### src/rtl/result_trace.sv
// result_trace: debug trace buffer for the processor result/zero outputs.
// Arms on command, triggers on the first zero flag, then records every change
// of {zero,result} into a small FIFO that the host drains with registered reads.
module result_trace #(
    parameter int DEPTH  = 8,
    parameter int ADDR_W = 3
) (
    input  logic              clk,
    input  logic              reset,
    input  logic [7:0]        result,
    input  logic              zero,
    input  logic              arm,
    input  logic              stop,
    input  logic              rd_req,
    output logic [8:0]        rd_data,
    output logic              rd_valid,
    output logic              empty,
    output logic              full,
    output logic [ADDR_W:0]   count,
    output logic              overflow,
    output logic [7:0]        zero_count,
    output logic [1:0]        state
);

    typedef enum logic [1:0] {
        IDLE    = 2'd0,
        ARMED   = 2'd1,
        CAPTURE = 2'd2
    } state_t;

    localparam logic [ADDR_W:0] FULL_COUNT = (ADDR_W + 1)'(DEPTH);

    state_t              state_q, state_d;
    logic [ADDR_W-1:0]   wrPtr_q, wrPtr_d;
    logic [ADDR_W-1:0]   rdPtr_q, rdPtr_d;
    logic [ADDR_W:0]     count_q, count_d;
    logic [8:0]          last_q, last_d;
    logic                first_q, first_d;
    logic                overflow_q, overflow_d;
    logic [7:0]          zeroCount_q, zeroCount_d;
    logic [8:0]          rdData_q, rdData_d;
    logic                rdValid_q, rdValid_d;
    logic [8:0]          mem_q [DEPTH];

    logic [8:0]          sample;
    logic                isFull;
    logic                isEmpty;
    logic                rdFire;
    logic                wrAttempt;
    logic                wrAccept;
    logic                wrDrop;
    logic                armStart;

    assign sample  = {zero, result};
    assign isFull  = (count_q == FULL_COUNT);
    assign isEmpty = (count_q == '0);
    assign rdFire  = rd_req && !isEmpty;

    // Decide whether this cycle attempts a write, and whether it lands or is dropped.
    // A full FIFO still accepts the write when a read frees the head slot in the same cycle.
    always_comb begin
        wrAttempt = 1'b0;
        case (state_q)
            ARMED:   wrAttempt = zero && !stop;
            CAPTURE: wrAttempt = !stop && (first_q || (sample != last_q));
            default: wrAttempt = 1'b0;
        endcase
        wrAccept = wrAttempt && (!isFull || rdFire);
        wrDrop   = wrAttempt && isFull && !rdFire;
        armStart = (state_q == IDLE) && arm && !stop;
    end

    // Next-state computation for the trace FSM, FIFO bookkeeping and status flags.
    always_comb begin
        state_d     = state_q;
        wrPtr_d     = wrPtr_q;
        rdPtr_d     = rdPtr_q;
        count_d     = count_q;
        last_d      = last_q;
        first_d     = first_q;
        overflow_d  = overflow_q;
        zeroCount_d = zeroCount_q;
        rdData_d    = rdData_q;
        rdValid_d   = 1'b0;

        case (state_q)
            IDLE: begin
                if (armStart) begin
                    state_d = ARMED;
                end
            end
            ARMED: begin
                if (stop) begin
                    state_d = IDLE;
                end else if (zero) begin
                    state_d = CAPTURE;
                end
            end
            CAPTURE: begin
                if (stop) begin
                    state_d = IDLE;
                end
            end
            default: state_d = IDLE;
        endcase

        if (armStart) begin
            first_d     = 1'b1;
            overflow_d  = 1'b0;
            zeroCount_d = '0;
        end

        if (wrAttempt) begin
            last_d  = sample;
            first_d = 1'b0;
        end

        if (wrDrop) begin
            overflow_d = 1'b1;
        end

        if (wrAccept) begin
            wrPtr_d = wrPtr_q + 1'b1;
            if (zero && (zeroCount_q != 8'hFF)) begin
                zeroCount_d = zeroCount_q + 8'd1;
            end
        end

        if (rdFire) begin
            rdPtr_d   = rdPtr_q + 1'b1;
            rdData_d  = mem_q[rdPtr_q];
            rdValid_d = 1'b1;
        end

        case ({wrAccept, rdFire})
            2'b10:   count_d = count_q + 1'b1;
            2'b01:   count_d = count_q - 1'b1;
            default: count_d = count_q;
        endcase
    end

    // Register all control state; reset discards the trace and returns to IDLE at once.
    always_ff @(posedge clk or posedge reset) begin
        if (reset) begin
            state_q     <= IDLE;
            wrPtr_q     <= '0;
            rdPtr_q     <= '0;
            count_q     <= '0;
            last_q      <= '0;
            first_q     <= 1'b1;
            overflow_q  <= 1'b0;
            zeroCount_q <= '0;
            rdData_q    <= '0;
            rdValid_q   <= 1'b0;
        end else begin
            state_q     <= state_d;
            wrPtr_q     <= wrPtr_d;
            rdPtr_q     <= rdPtr_d;
            count_q     <= count_d;
            last_q      <= last_d;
            first_q     <= first_d;
            overflow_q  <= overflow_d;
            zeroCount_q <= zeroCount_d;
            rdData_q    <= rdData_d;
            rdValid_q   <= rdValid_d;
        end
    end

    // Storage array; contents are meaningless once pointers and count are reset.
    always_ff @(posedge clk) begin
        if (wrAccept) begin
            mem_q[wrPtr_q] <= sample;
        end
    end

    assign rd_data    = rdData_q;
    assign rd_valid   = rdValid_q;
    assign empty      = isEmpty;
    assign full       = isFull;
    assign count      = count_q;
    assign overflow   = overflow_q;
    assign zero_count = zeroCount_q;
    assign state      = state_q;

endmodule

### config.mk
export PLATFORM = sky130hd
export DESIGN_NAME = result_trace
export DESIGN_NICKNAME = d
export VERILOG_FILES = /design/src/rtl/result_trace.sv
export SDC_FILE = /design/constraint.sdc
export NUM_CORES = 1
export LEC_CHECK = 0
export ABC_AREA = 1
export BUFFER_PORTS_ARGS = -buffer_cell sky130_fd_sc_hd__buf_4
export CAP_MARGIN = 10
export CORE_MARGIN = 5
export CORE_UTILIZATION = 39
export CTS_BUF_LIST = sky130_fd_sc_hd__clkbuf_8
export DETAILED_ROUTE_END_ITERATION = 8
export GPL_TIMING_DRIVEN = 0
export SLEW_MARGIN = 20
export SYNTH_ARGS = -nofsm -noshare
export SYNTH_HDL_FRONTEND = slang
export SYNTH_SLANG_ARGS = --single-unit
### constraint.sdc
create_clock -name clk -period 3.63 [get_ports clk]
set_clock_uncertainty 0.15 [all_clocks]
set_input_delay 0.726 -clock clk [delete_from_list [all_inputs] [get_ports clk]]
set_output_delay 0.726 -clock clk [all_outputs]
set_load 0.01 [all_outputs]
Word level (Yosys, flattened, before mapping):

Memory sizes are Yosys's and may differ from the RTL's. A register that Yosys moved wholly into a read port is not among the register bits.
Cells that the tools add are included.

* register bits after elaboration: 32
* RAM bits: 72
* input port bits: 14
* output and inout port bits: 27
* word-level logic and storage cells: 63
* memories kept: 1

* add/subtract/negate cells: 5
* eq/ne operators: 10
* mux-type cells: 17
* reductions and logical operators: 21

Memories
* mem_q: words 8, width 9, rd ports 1, clocked after memory_dff 1, wr ports 1, RTL line 43 `logic [8:0] mem_q [DEPTH];`

Operators by type and width (number)
* $mux W8: 3
* $logic_and A1 B1 Y1: 9
* $ne A9 B9 Y1: 1
* $add A8 B1 Y8 const B: 1
* $mux W2: 4
* $ne A8 B8 Y1 const B: 1
* $pmux W4 S2: 1
* $mux W1: 7
* $add A3 B1 Y3 const B: 2
* $pmux W2 S3: 1
* $reduce_bool A2 Y1: 3
* $add A4 B1 Y4 const B: 1
* $eq A2 B1 Y1 const B: 2
* $eq A2 B2 Y1 const B: 2
* $eq A4 B4 Y1 const B: 1
* $logic_not A1 Y1: 4
* $logic_not A4 Y1: 1
* $ne A2 B2 Y1 const B: 2
* $sub A4 B1 Y4 const B: 1
* $ne A3 B3 Y1 const B: 1
* $reduce_and A3 Y1: 1
* $logic_not A2 Y1: 1
* $logic_or A1 B1 Y1: 2
* $pmux W1 S2: 1

Logic depth before layout (Yosys ltp):

Gate-level depths: netlist (run 1).

* word-level depth: 7
* mapped depth: 19

Worst setup path before layout (run 1):

Ideal clock, no wire load.

* kind: input to register
* from: input zero
* to: register count_q[2] (netlist: count[2])
* library setup time: 119 ps
* arrival: 2459 ps
* data required time: 3361 ps
* path slack: 902 ps
* stages: 19
* cells stage by stage: buf_6 inv_4 nand2_2 nand2_1 inv_1 nand2_2 nor2_4 nand3_4 nand3_4 buf_8 ha_1 nand2_1 inv_1 nor2_1 ha_1 a21oi_1 a21oi_1 o21ai_0 o21a_1

* cells in the longest elaborated chain, start to end: 7
* elaborated cells between the ends (all ways): 10
* those cells by class: eq/ne: 3; mux: 2; reduce/logical: 5

RTL lines
* start, declared: RTL line 11 `input logic zero,`
* $ne A9 B9 Y1: RTL line 65 `CAPTURE: wrAttempt = !stop && (first_q || (sample != last_q));`
* $logic_or A1 B1 Y1: RTL line 65
* $logic_and A1 B1 Y1: RTL line 65
* $pmux W1 S2 *: RTL line 63 `case (state_q)`
* $logic_and A1 B1 Y1 *: RTL line 68 `wrAccept = wrAttempt && (!isFull || rdFire);`
* $eq A2 B1 Y1 / $eq A2 B2 Y1 (equally long branches): RTL line 135 `case ({wrAccept, rdFire})`
* $pmux W4 S2 / $reduce_bool A2 Y1 (equally long branches)
* end signal, assigned: RTL line 159 `count_q <= count_d;`
* end, declared: RTL line 36 `logic [ADDR_W:0] count_q, count_d;`

Every way passes the cells marked *; elsewhere a longest branch is shown, timed or not.
A chain may end at the register's enable or synchronous reset.

Worst setup path in the final report (run 1):

* from: register state_q[0] (netlist: state[0])
* to: register count_q[2] (netlist: count[2])

* cells in the longest elaborated chain, start to end: 5
* elaborated cells between the ends (all ways): 8
* those cells by class: eq/ne: 4; mux: 2; reduce/logical: 2

RTL lines
* start, declared: RTL line 33 `state_t state_q, state_d;`
* start signal, assigned: RTL line 156 `state_q <= state_d;`
* $eq A2 B2 Y1 / $eq A2 B1 Y1 (equally long branches): RTL line 63
* $pmux W1 S2 *: RTL line 63
* $logic_and A1 B1 Y1 *: RTL line 68
* $eq A2 B1 Y1 / $eq A2 B2 Y1 (equally long branches): RTL line 135
* $pmux W4 S2 / $reduce_bool A2 Y1 (equally long branches)

Marks and branches as above.

==> results of run 1 <==
registers in the layout, summed over array words and instances (netlist names):
name / count
zero_count: 8
overflow: 1
rd_data: 9
wrPtr_q: 3
mem_q: 72
count: 4
first_q: 1
rd_valid: 1
rdPtr_q: 3
last_q: 9
state: 2
power by group through the flow:
stage | Combinational [mW] | Sequential [mW] | Clock, mW
floorplan | 1.22 | 1.90 | 0
global placement | 1.88 | 1.87 | 0
detailed placement | 1.92 | 1.88 | 0
CTS | 1.93 | 1.86 | 1.29
global route | 2.16 | 1.90 | 1.35
finish | 1.92 | 1.86 | 1.27
metal layers:
metal  global-route usage, %  vias up  share of wire (%)
met4                   6.688        0                2.1
li1                        -     1959                  -
met1                   21.40     1955                 44
met3                   4.132       24                4.3
met5                       0        -                  0
met2                   27.90      106                 50
cell type report:
type | count | area share (%)
inverters | 57 | 3.418
flip-flops and latches | 113 | 50.37
clock buffers | 20 | 4.347
multi-input cells | 357 | 28.99
repair buffers | 41 | 5.058
well taps | 176 | 3.478
clock inverters | 12 | 2.470
plain buffers | 20 | 1.877
cells in the final DEF (no fill, tap or decap), types with 3 or more instances in the layout:
master	n
a21oi_1	7
buf_2	7
buf_4	42
bufinv_16	3
clkbuf_1	6
clkbuf_8	20
clkinv_4	3
clkinvlp_4	3
dfrtp_1	40
edfxtp_1	72
ha_1	9
inv_1	52
inv_2	3
nand2_1	136
nand2_2	3
nand3_1	27
nand4_1	11
nor2_1	70
o21ai_0	42
o21ai_2	10
o221ai_1	18
xnor2_1	3
xor2_1	7
worst max-delay path, delay by kind of cell, from the launching register on:
kind                       cells  cell delay [ns]
and+or+nand+nor                8             0.90
buffers and inverters          2             0.27
DFF                            1             0.42
adders and majority gates      3             0.62
AOI/OAI and AO/OA              4             0.39
cells by family (layout without fill, tap and decap cells):
logic type	count (synthesis)	in the layout	synth area share (%)
simple gates	257	257	20.82
flops	113	113	59.50
compound gates	81	81	9.687
buf+inv	77	150	6.255
xor+xnor	10	10	1.634
fa+ha+maj	9	9	2.101
worst max-delay path by stage:
stage	from	cells after the start	to	slack (ns)
2_1_floorplan	zero	19	count[2]	0.90
3_3_place_gp	zero	16	count[2]	0.52
3_5_place_dp	zero	16	count[2]	0.50
4_1_cts	state[0]	17	count[2]	0.76
5_1_grt	state[0]	18	count[2]	0.52
6_report	state[0]	17	count[2]	0.76
stage by stage:
step	area [um2]	util (%)	hold WS, ns	worst slack [ns]	cells
4_1_cts	6332	47.44	0.1584	0.7623	796
2_1_floorplan	5360	-	0.3023	0.9021	547
3_5_place_dp	5901	44.21	0.3177	0.4990	764
3_3_place_gp	5881	44.06	0.3119	0.5195	763
5_1_grt	6332	47.44	0.1785	0.5164	796
6_report	6332	47.44	0.1600	0.7621	796
==> out/results.env, run 1 <==
RUN_STATUS='complete, no violations'
SYN_NETS=570
MAX_CLOCK_FREQ_MHz=348.7
NUM-FILL-CELLS=1272
REPORT.FINAL.HOLD_VIOL_COUNT=0
SEQ_POWER_SHARE_PCT=36.8
DIE_AREA_UM2=16190
INITIAL_UTILIZATION_PCT=40.16
SYNTH_FF_TYPE='edfxtp_1'
FLOORPLAN.IO_PINS=41
TOTAL_WIRE_LENGTH_AFTER_DETAILED_ROUTING_UM=12960
INTERNAL_POWER_mW=3.101
CRITICAL_PATH_REQUIRED_NS=3.81
GRT.OVERFLOW.TOTAL=0
STD_CELL_ROWS=42
CLK_LATENCY_NS=0.43
SETUP_TOTAL_NEGATIVE_SLACK_NS=0
FIRST_GLOBAL_VIAS=4073
CRITPATHSLOWESTCELL='dfrtp_1'
MAXIMUM_CAPACITANCE_VIOLATIONS=0
TOTAL_GRT_USAGE_PCT=16.88
AREA_OF_THE_MULTI_INPUT_GATES_UM2=1836
SYNTH.LARGEST_AREA_CELL='edfxtp_1'
CLOCK_SINKS=113
SYNTH_AREA_UM2=5360
DP_HPWL_UM=8571
END_KIND='register'
DRT_DRC_VIOLATIONS_LEFT=0
DR_TOTAL_VIAS=4044
SWITCHING_POWER_mW=1.942
POSTSYNTHAREAPERCELL_UM2=9.799
P_PER_AREA_nW_PER_UM2=796.4
GP_ROUTABILITY_CONGESTION=0.8115
DRIVE_GT1_SHARE_PCT=18.06
TIMING_WORST_SLEW_PIN_VALUE_NS=1.079
WORST_PATH_LARGEST_CELL_DELAY_NS=0.42
CTS_BUFFERS=17
FP.COREAREA_UM2=13350
SYNTH_EDF_COUNT=72
POWER_FRAC_COMB_PCT=38.0
HOLDCRITPATHCLASS='in2async'
CTS-ROOT-BUF='clkbuf_8'
SYNTH.TOP_CELLS.BY_COUNT='nand2_1 (136), edfxtp_1 (72), nor2_1 (70)'
GRT_MAX_DEGREE=24
HOLD_BUFFER_COUNT_AT_CTS=0
CTS.PATH.MAX_BUFFERS=2
VDD.IR_DROP.WORST_mV=0.3715
SYNTH.AREA.TOP_CELLS='edfxtp_1 (40%), dfrtp_1 (19%), nand2_1 (9.5%)'
WORST-SETUP-PATH-TYPE='reg2reg'
SLEW_HEADROOM_PCT=27.77
STARTPOINT_TYPE='register'
RSZ_0062_RAISED_AFTER_GLOBAL_ROUTING='false'
SHARE_OF_SYNTHESIZED_AREA_OCCUPIED_BY_FLIP_FLOPS_AND_LATCHES_PCT=59.50
SEQUENTIAL_CELL_AREA_UM2=3189
YOSYSWARNINGS=0
VIASPERCELL=5.080
DIE_WIDTH_UM=127.2
REG2REG_DEPTH=17
FINAL_PERIOD_UTILIZATION_PCT=79.01
AREA_DELTA_SYNTH_FINAL_PCT=18.14
TIMING.CRITICAL_PATH.CELLS='inv_1, ha_1, nand2_1, nor2_1, nand2_1, nor2_2, nand3_4, nand3_4, buf_8, ha_1, nor2_1, nor2_1, ha_1, a21oi_1, a21oi_1, o21ai_0, o21a_1'
NUMBER_OF_ENDPOINTS_FAILING_SETUP_AT_THE_FINAL_STAGE=0
SYNTH_LARGEST_TYPE_AREA_FRACTION_PCT=40.34
NUM_ANTENNA_CELLS=0
REPORT.POWER.TOTAL_mW=5.043
SYNTH_ASYNC_SR_FLOP_SHARE_PCT=36.28
R2R_END='count[2]'
POWER.CLOCK.FRACTION_PCT=25.2
ANTENNA_NETS_POST_ROUTE=0
FLOORPLAN.DIE.HEIGHT_UM=127.2
CLOCK_H_TREE_LEVELS=4
POWER_SWITCHING_SHARE_PCT=38.52
R2R_START='state[0]'
WORST-PATH-MAX-FANOUT=11
PERIOD_MINUS_SLACK_NS=2.868
SLEW_VIOLATIONS=0
NETLIST-CELL-TYPE-COUNT=35
REG2REG_SLACK_NS=0.76
FIRST_PASS_ITERS=5
MOST_COMMON_CELL_IN_THE_NETLIST='nand2_1'
GRT_PASS1_WL_UM=20990
CTS.REPORTEDPATHS.CLKPINSLEW_NS=0.07
DRT_ITER0_DRC=421
CTS-RESIZED-GATES=0
TRITONCTS_CLOCK_TREE='done'
NUMBER_OF_ANTENNA_VIOLATIONS_AT_THE_FIRST_CHECK_IN_GLOBAL_ROUTING=0
POST_CTS.REPAIR.SETUP_BUFFERS=0
NET_COUNT_OF_THE_FINISHED_LAYOUT=630
POSTSYNTHREGISTERBITS=113
PORT_BUFFERS=40
ROUTED_WIRE_LENGTH_PER_INSTANCE_UM=16.28
WORST-ENDPOINT-ARRIVAL_NS=3.05
CELLLEAKAGEPOWER_nW=2.707
SYNTH_CELLS=547
No activity file was read; power rests on OpenSTA's default activity.
==> run 2, diff against run 1 <==
==> constraint.sdc (replaced) <==
create_clock -name clk -period 2.5 [get_ports clk]
set_clock_uncertainty 0.15 [all_clocks]
set_input_delay 0.5 -clock clk [delete_from_list [all_inputs] [get_ports clk]]
set_output_delay 0.5 -clock clk [all_outputs]
set_load 0.01 [all_outputs]
==> run 2 against run 1 <==
Net effect: global-route usage barely moved; die area did not move; routed wire length up 0.79%; utilization increased by 1.2 points; total power up 47%; non-clock buffer count increased by 13; hold slack improved by 0.021 ns; sequential share of layout area shrank 1.2 points; critical endpoint is now count[3].
==> out/results.env, run 2 (same netlist as run 1, synthesis figures left out) <==
NUMBER_OF_ENDPOINTS_FAILING_SETUP_AT_THE_FINAL_STAGE=0  # unchanged
DRT-MET1-WL_UM=5613  # -1.9%
TIMING_WORST_SLEW_PIN_VALUE_NS=0.8226  # -0.2569 ns
STD_CELL_ROWS=42  # unchanged
GRT_PASS1_WL_UM=21160  # +0.79%
TRITONCTS_CLOCK_TREE='done'
CTS_BUFFERS=17  # unchanged
CRITICAL_PATH_BUF_INV_COUNT=3  # +1
CTS.PATH.MAX_BUFFERS=2  # unchanged
WORST-ENDPOINT-ARRIVAL_NS=2.59  # -0.46 ns
CELLLEAKAGEPOWER_nW=2.756  # +1.8%
FINAL_CELLS=809  # +1.6%
DIE_WIDTH_UM=127.2  # unchanged
CTS-ROOT-BUF='clkbuf_8'
VDD.IR_DROP.WORST_mV=0.4644  # +25%
NET_COUNT_OF_THE_FINISHED_LAYOUT=643  # +2.1%
FLOORPLAN.IO_PINS=41  # unchanged
MAXIMUM_CAPACITANCE_VIOLATIONS=0  # unchanged
NUMBER_OF_ANTENNA_VIOLATIONS_AT_THE_FIRST_CHECK_IN_GLOBAL_ROUTING=0  # unchanged
HOLDCRITPATHCLASS='in2reg'
DP_HPWL_UM=8548  # -0.27%
CLK_LATENCY_NS=0.44  # about the same
GP_ROUTABILITY_CONGESTION=0.8014  # -1.2%
END_KIND='register'
P_PER_AREA_nW_PER_UM2=1145  # +44%
PATH_DELAY_FAMILY='simple AND/OR/NAND/NOR gates'
TIMING.CRITICAL_PATH.CELLS='inv_2, ha_1, nand2_2, nor2_4, buf_6, nand3_4, ha_4, nand2_2, inv_2, nor2_4, nand2_1, o21ai_1, nand3_1, xor2_1'
MAX_CLOCK_FREQ_MHz=414.0  # +19%
FIRST_PASS_ITERS=5  # unchanged
CLOCK_SINKS=113  # unchanged
FLOORPLAN.DIE.HEIGHT_UM=127.2  # unchanged
LARGEST_REGISTER='mem_q'
FINAL_DESIGN_AREA_NO_FILL_UM2=6496  # +2.6%
ENDPOINT='count[3]'
FIRST_GLOBAL_VIAS=4161  # +2.2%
WORST-PATH-MAX-FANOUT=8  # -3
REG2REG_SLACK_NS=0.08  # -0.68 ns
GRT_MAX_DEGREE=27  # +13%
HIGHEST_LAYER='met4'
CRITICAL_PATH_REQUIRED_NS=2.67  # -1.14 ns
DPL-INSTANCE-AREA_UM2=5913  # +0.21%
CLOCK_H_TREE_LEVELS=4  # unchanged
LAYOUT_COMMON_CELLS='nand2_1 (133), edfxtp_1 (72), nor2_1 (59), buf_4 (54), inv_1 (49)'
FINALCOREUTILIZATION_PCT=48.67  # +1.2 points
NUM_ANTENNA_CELLS=0  # unchanged
ROUTED_WIRE_LENGTH_PER_INSTANCE_UM=16.15  # -0.82%
SLEW_VIOLATIONS=0  # unchanged
TOTAL_GRT_USAGE_PCT=16.87  # about the same
FINAL_PERIOD_UTILIZATION_PCT=96.62  # +18 points
WL_MET3_UM=707  # +28%
DIE_AREA_UM2=16190  # unchanged
STARTPOINT_TYPE='register'
TOTAL_WIRE_LENGTH_AFTER_DETAILED_ROUTING_UM=13060  # +0.79%
WORST_PATH_LARGEST_CELL_DELAY_NS=0.39  # -0.03 ns
GRT.OVERFLOW.TOTAL=0  # unchanged
INITIAL_UTILIZATION_PCT=40.16  # unchanged
CTS.REPORTEDPATHS.CLKPINSLEW_NS=0.08  # about the same
DRIVE_GT1_SHARE_PCT=23.54  # +5.5 points
LARGEST_REGISTER_FFS=72  # unchanged
VIASPERCELL=5.080  # about the same
MOSTFREQUENTLAYOUTCELL='nand2_1'
SLEW_HEADROOM_PCT=44.96  # +17 points
RSZ_0062_RAISED_AFTER_GLOBAL_ROUTING='true'
PERIOD_MINUS_SLACK_NS=2.416  # -0.4524 ns
RUN_STATUS='complete, no violations'
DRT_ITER0_DRC=294  # -30%
WORST-SETUP-PATH-TYPE='reg2reg'
DRT_DRC_VIOLATIONS_LEFT=0  # unchanged
PORT_BUFFERS=40  # unchanged
REG2REG_DEPTH=14  # -3
FP.COREAREA_UM2=13350  # unchanged
R2R_START='state[1]'
ROUTED-WL-MET2_UM=6445  # +0.45%
DR_TOTAL_VIAS=4110  # +1.6%
ANTENNA_NETS_POST_ROUTE=0  # unchanged
TIMING.CRITICAL_PATH.FROM='state[1]'
CRITPATHSLOWESTCELL='dfrtp_1'
REPORT.FINAL.HOLD_VIOL_COUNT=0  # unchanged
AREA_DELTA_SYNTH_FINAL_PCT=21.20
CRITICAL_PATH_CELL_COUNT=14  # -3
R2R_END='count[3]'
DP.CELLS=764  # unchanged
SETUP_TOTAL_NEGATIVE_SLACK_NS=0  # unchanged
[run 2: worst min path at each step]
| stage | endpoint | start | cells after the start |
|---|---|---|---|
| finish | mem_q[5][0] | result[0] | 1 |
| global route | mem_q[5][0] | result[0] | 1 |
| CTS | mem_q[3][0] | result[0] | 1 |
| global placement | rd_data[2] | rd_data[2] | 2 |
| floorplan | first_q | first_q | 2 |
| detailed placement | rd_data[7] | rd_data[7] | 2 |
[run 2: metrics by stage]
step / power, mW / hold WS [ns] / worst slack (ns)
6_report: 7.436 / 0.1812 / 0.08444
5_1_grt: 7.967 / 0.1631 / -0.04397
2_1_floorplan: 4.543 / 0.3023 / 0.01224
4_1_cts: 7.358 / 0.1524 / -0.08309
3_5_place_dp: 5.508 / 0.3209 / -0.3420
3_3_place_gp: 5.420 / 0.3148 / -0.3042
[run 2: layout make-up]
type                            count  area, um2
Fill cell                        1258       6852
Sequential cell                   113       3192
Multi-Input combinational cell    357       1929
Timing Repair Buffer               55      435.4
Clock buffer                       17      234.0
Tap cell                          176      220.2
Inverter                           57      216.5
Clock inverter                     15      162.7
Buffer                             19      106.4
[run 2: per-layer routing]
layer  vias up  track usage [%]
met3        20            4.466
met5         -                0
met1      1963            21.34
met2       138            27.83
li1       1989                -
met4         0            6.435
[run 2: power by group]
group          switching (mW)  internal, mW
registers               0.304          2.40
logic                    1.83          1.19
clock network           0.823         0.895
total                    2.96          4.48
[run 2: worst reg2reg max path, stage by stage, from the launching register on]
cell	delay [ns]
dfrtp_1	0.39
inv_2	0.06
ha_1	0.29
nand2_2	0.07
nor2_4	0.09
buf_6	0.12
nand3_4	0.15
ha_4	0.23
nand2_2	0.08
inv_2	0.05
nor2_4	0.14
nand2_1	0.08
o21ai_1	0.14
nand3_1	0.11
xor2_1	0.15
[run 2: repair_timing]
item,in CTS,in global routing
setup buffers,9,4
hold endpoints to repair,15,0
pin swaps,6,9
hold buffers,1,0
gates resized for setup,11,21
setup endpoints to repair,75,66
==> run 3, diff against run 2 <==
--- a/config.mk
+++ b/config.mk
@@ -6,7 +6,7 @@
 export NUM_CORES = 1
 export LEC_CHECK = 0
 export ABC_AREA = 1
-export BUFFER_PORTS_ARGS = -buffer_cell sky130_fd_sc_hd__buf_4
+export BUFFER_PORTS_ARGS = -buffer_cell sky130_fd_sc_hd__buf_2
 export CAP_MARGIN = 10
 export CORE_MARGIN = 5
 export CORE_UTILIZATION = 39
==> run 3 against run 2 <==
Net effect: count of clock-buffer cells in the layout unchanged; design area shrank 1.5%; via count is 1.5% lower; sequential share of layout area up 0.77 points; largest power group unchanged; register-to-register slack is essentially flat; die area stayed put; clock power about the same; first-iteration DRC count grew 16%.
==> out/results.env, run 3 (same netlist as run 1, synthesis figures left out) <==
PORT_BUFFERS=40  # unchanged
DPL-INSTANCE-AREA_UM2=5813  # -1.7%
CTS.PATH.MAX_BUFFERS=2  # unchanged
FLOORPLAN.IO_PINS=41  # unchanged
POST-ROUTE-WORST-SETUP-SLACK_NS=0.08308  # -0.001354 ns
POST-PLACE-WS_NS=-0.4154  # -0.07343 ns
STD_CELL_ROWS=42  # unchanged
FINAL_PERIOD_UTILIZATION_PCT=96.68  # about the same
CLOCK_H_TREE_LEVELS=4  # unchanged
MOSTFREQUENTLAYOUTCELL='nand2_1'
DRT_ITER0_DRC=340  # +16%
FP.COREAREA_UM2=13350  # unchanged
SLEW_VIOLATIONS=0  # unchanged
CRITICAL_PATH_REQUIRED_NS=2.42  # -0.25 ns
INTERNAL_POWER_mW=4.369  # -2.5%
TIMING.CRITICAL_PATH.CELLS='inv_2, ha_4, nand2_2, nor2_4, buf_2, nand4_4, nor2_2'
NUM-FILL-CELLS=1273  # +1.2%
AREA_DELTA_SYNTH_FINAL_PCT=19.33
CTS_BUFFERS=17  # unchanged
CLOCK_SINKS=113  # unchanged
NUMBER_OF_ANTENNA_VIOLATIONS_AT_THE_FIRST_CHECK_IN_GLOBAL_ROUTING=0  # unchanged
FINALCOREUTILIZATION_PCT=47.92  # -0.75 points
POWER_SWITCHING_SHARE_PCT=40.24  # +0.50 points
POWER.CLOCK.FRACTION_PCT=23.3  # +0.2 points
MAX_CLOCK_FREQ_MHz=413.8  # about the same
FINAL.HOLD.WORST_SLACK_NS=0.2516  # +0.07041 ns
REPORT.POWER.TOTAL_mW=7.312  # -1.7%
FIRST_PASS_ITERS=4  # -1
DIE_WIDTH_UM=127.2  # unchanged
GRT_PASS1_WL_UM=21150  # about the same
NUMBER_OF_ENDPOINTS_FAILING_SETUP_AT_THE_FINAL_STAGE=0  # unchanged
TOTAL_GRT_USAGE_PCT=16.91  # +0.034 points
DRIVE_GT1_SHARE_PCT=23.45  # -0.084 points
END_KIND='register'
LAYOUT_COMMON_CELLS='nand2_1 (132), edfxtp_1 (72), nor2_1 (61), inv_1 (48), buf_2 (46)'
DP_HPWL_UM=8647  # +1.2%
GRT.OVERFLOW.TOTAL=0  # unchanged
FLOORPLAN.DIE.HEIGHT_UM=127.2  # unchanged
WORST-SETUP-PATH-TYPE='reg2reg'
VIASPERCELL=5.019  # -1.2%
LARGEST_REGISTER='mem_q'
SEQUENTIAL_CELL_AREA_UM2=3192  # unchanged
SETUP_TOTAL_NEGATIVE_SLACK_NS=0  # unchanged
NET_COUNT_OF_THE_FINISHED_LAYOUT=641  # -0.31%
STARTPOINT_TYPE='register'
AREA_OF_THE_MULTI_INPUT_GATES_UM2=1951  # +1.1%
SWITCHING_POWER_mW=2.942  # -0.43%
CRITPATHSLOWESTCELL='nor2_2'
PERIOD_MINUS_SLACK_NS=2.417  # +0.001354 ns
TOTAL_WIRE_LENGTH_AFTER_DETAILED_ROUTING_UM=12930  # -1.0%
CTS.REPORTEDPATHS.CLKPINSLEW_NS=0.08  # about the same
RUN_STATUS='complete, no violations'
REPORT.FINAL.HOLD_VIOL_COUNT=0  # unchanged
DP.CELLS=764  # unchanged
NUM_ANTENNA_CELLS=0  # unchanged
TRITONCTS_CLOCK_TREE='done'
TIMING_WORST_SLEW_PIN_VALUE_NS=0.8083  # -0.01430 ns
POWER_FRAC_COMB_PCT=39.7  # -0.8 points
CTS-ROOT-BUF='clkbuf_8'
WORST_PATH_LARGEST_CELL_DELAY_NS=0.48  # +0.09 ns
FIRST_GLOBAL_VIAS=4157  # -0.096%
ROUTED_WIRE_LENGTH_PER_INSTANCE_UM=16.02  # -0.80%
GRT_MAX_DEGREE=27  # unchanged
DR_TOTAL_VIAS=4050  # -1.5%
CELLLEAKAGEPOWER_nW=2.722  # -1.2%
RSZ_0062_RAISED_AFTER_GLOBAL_ROUTING='true'
ANTENNA_NETS_POST_ROUTE=0  # unchanged
FINAL_DESIGN_AREA_NO_FILL_UM2=6396  # -1.5%
VDD.IR_DROP.WORST_mV=0.5174  # +11%
FINAL_CELLS=807  # -0.25%
WORST-PATH-MAX-FANOUT=10  # +2
INITIAL_UTILIZATION_PCT=40.16  # unchanged
DIE_AREA_UM2=16190  # unchanged
SLEW_HEADROOM_PCT=45.91  # +0.96 points
SEQ_POWER_SHARE_PCT=37.0  # +0.6 points
GP_ROUTABILITY_CONGESTION=0.8164  # +1.9%
WORST-ENDPOINT-ARRIVAL_NS=2.33  # -0.26 ns
LARGEST_REGISTER_FFS=72  # unchanged
MAXIMUM_CAPACITANCE_VIOLATIONS=0  # unchanged
DRT_DRC_VIOLATIONS_LEFT=0  # unchanged
P_PER_AREA_nW_PER_UM2=1143  # -0.13%
CLK_LATENCY_NS=0.43  # about the same
HOLDCRITPATHCLASS='in2reg'
run 3: changes by cell type in the layout (fill, tap and decap cells not counted), sizes merged:
cell      change
inv           +1
clkinv        -3
buf           -2
clkinvlp      +2
run 3: per-layer routing:
layer  vias to the layer above  track usage, %  share of wire, %
met5                         -               0                 0
met4                         0           6.120               1.1
met3                        11           3.965               5.3
met2                       106           28.95                50
met1                      1955           20.92                43
li1                       1978               -                 -
run 3: timing repair:
action,4_1_cts,5_1_grt
pin swaps,6,10
hold endpoints to repair,15,0
setup endpoints to repair,75,38
gates resized for setup,18,15
hold buffers,1,0
setup buffers,8,2
run 3: layout make-up:
class                      instances  area share, %
buffer                            20          1.897
clock buffer                      17          3.658
clock inverter                    15          2.445
inverter                          57          3.384
multi-input combinational        357          30.50
sequential                       113          49.90
tap                              176          3.443
timing repair buffer              52          4.773
run 3: worst max-delay path: cells and delay by family, from the launching register on:
kind                     cells  cell delay, ns
AND/OR/NAND/NOR              4            0.83
adder cells (fa/ha/maj)      1            0.27
buffers and inverters        2            0.36
flip-flops                   1            0.43
run 3: final timing paths:
path	start	end	slack [ns]	depth (start not counted)
worst max-delay path	state[1]	mem_q[6][7]	0.08	7
worst min-delay path	zero	mem_q[5][8]	0.25	1
worst max register to register	state[1]	mem_q[6][7]	0.08	7
worst min register to register	rd_data[2]	rd_data[2]	0.33	2
max in group asynchronous	reset	first_q	1.22	4
min in group asynchronous	reset	rd_data[8]	0.44	3
run 3: power by group through the flow:
stage,Sequential (mW),Clock [mW],Combinational [mW]
finish,2.70,1.71,2.90
floorplan,2.76,0,1.79
detailed placement,2.72,0,2.66
global placement,2.70,0,2.59
CTS,2.68,1.74,2.80
global route,2.75,1.83,3.27
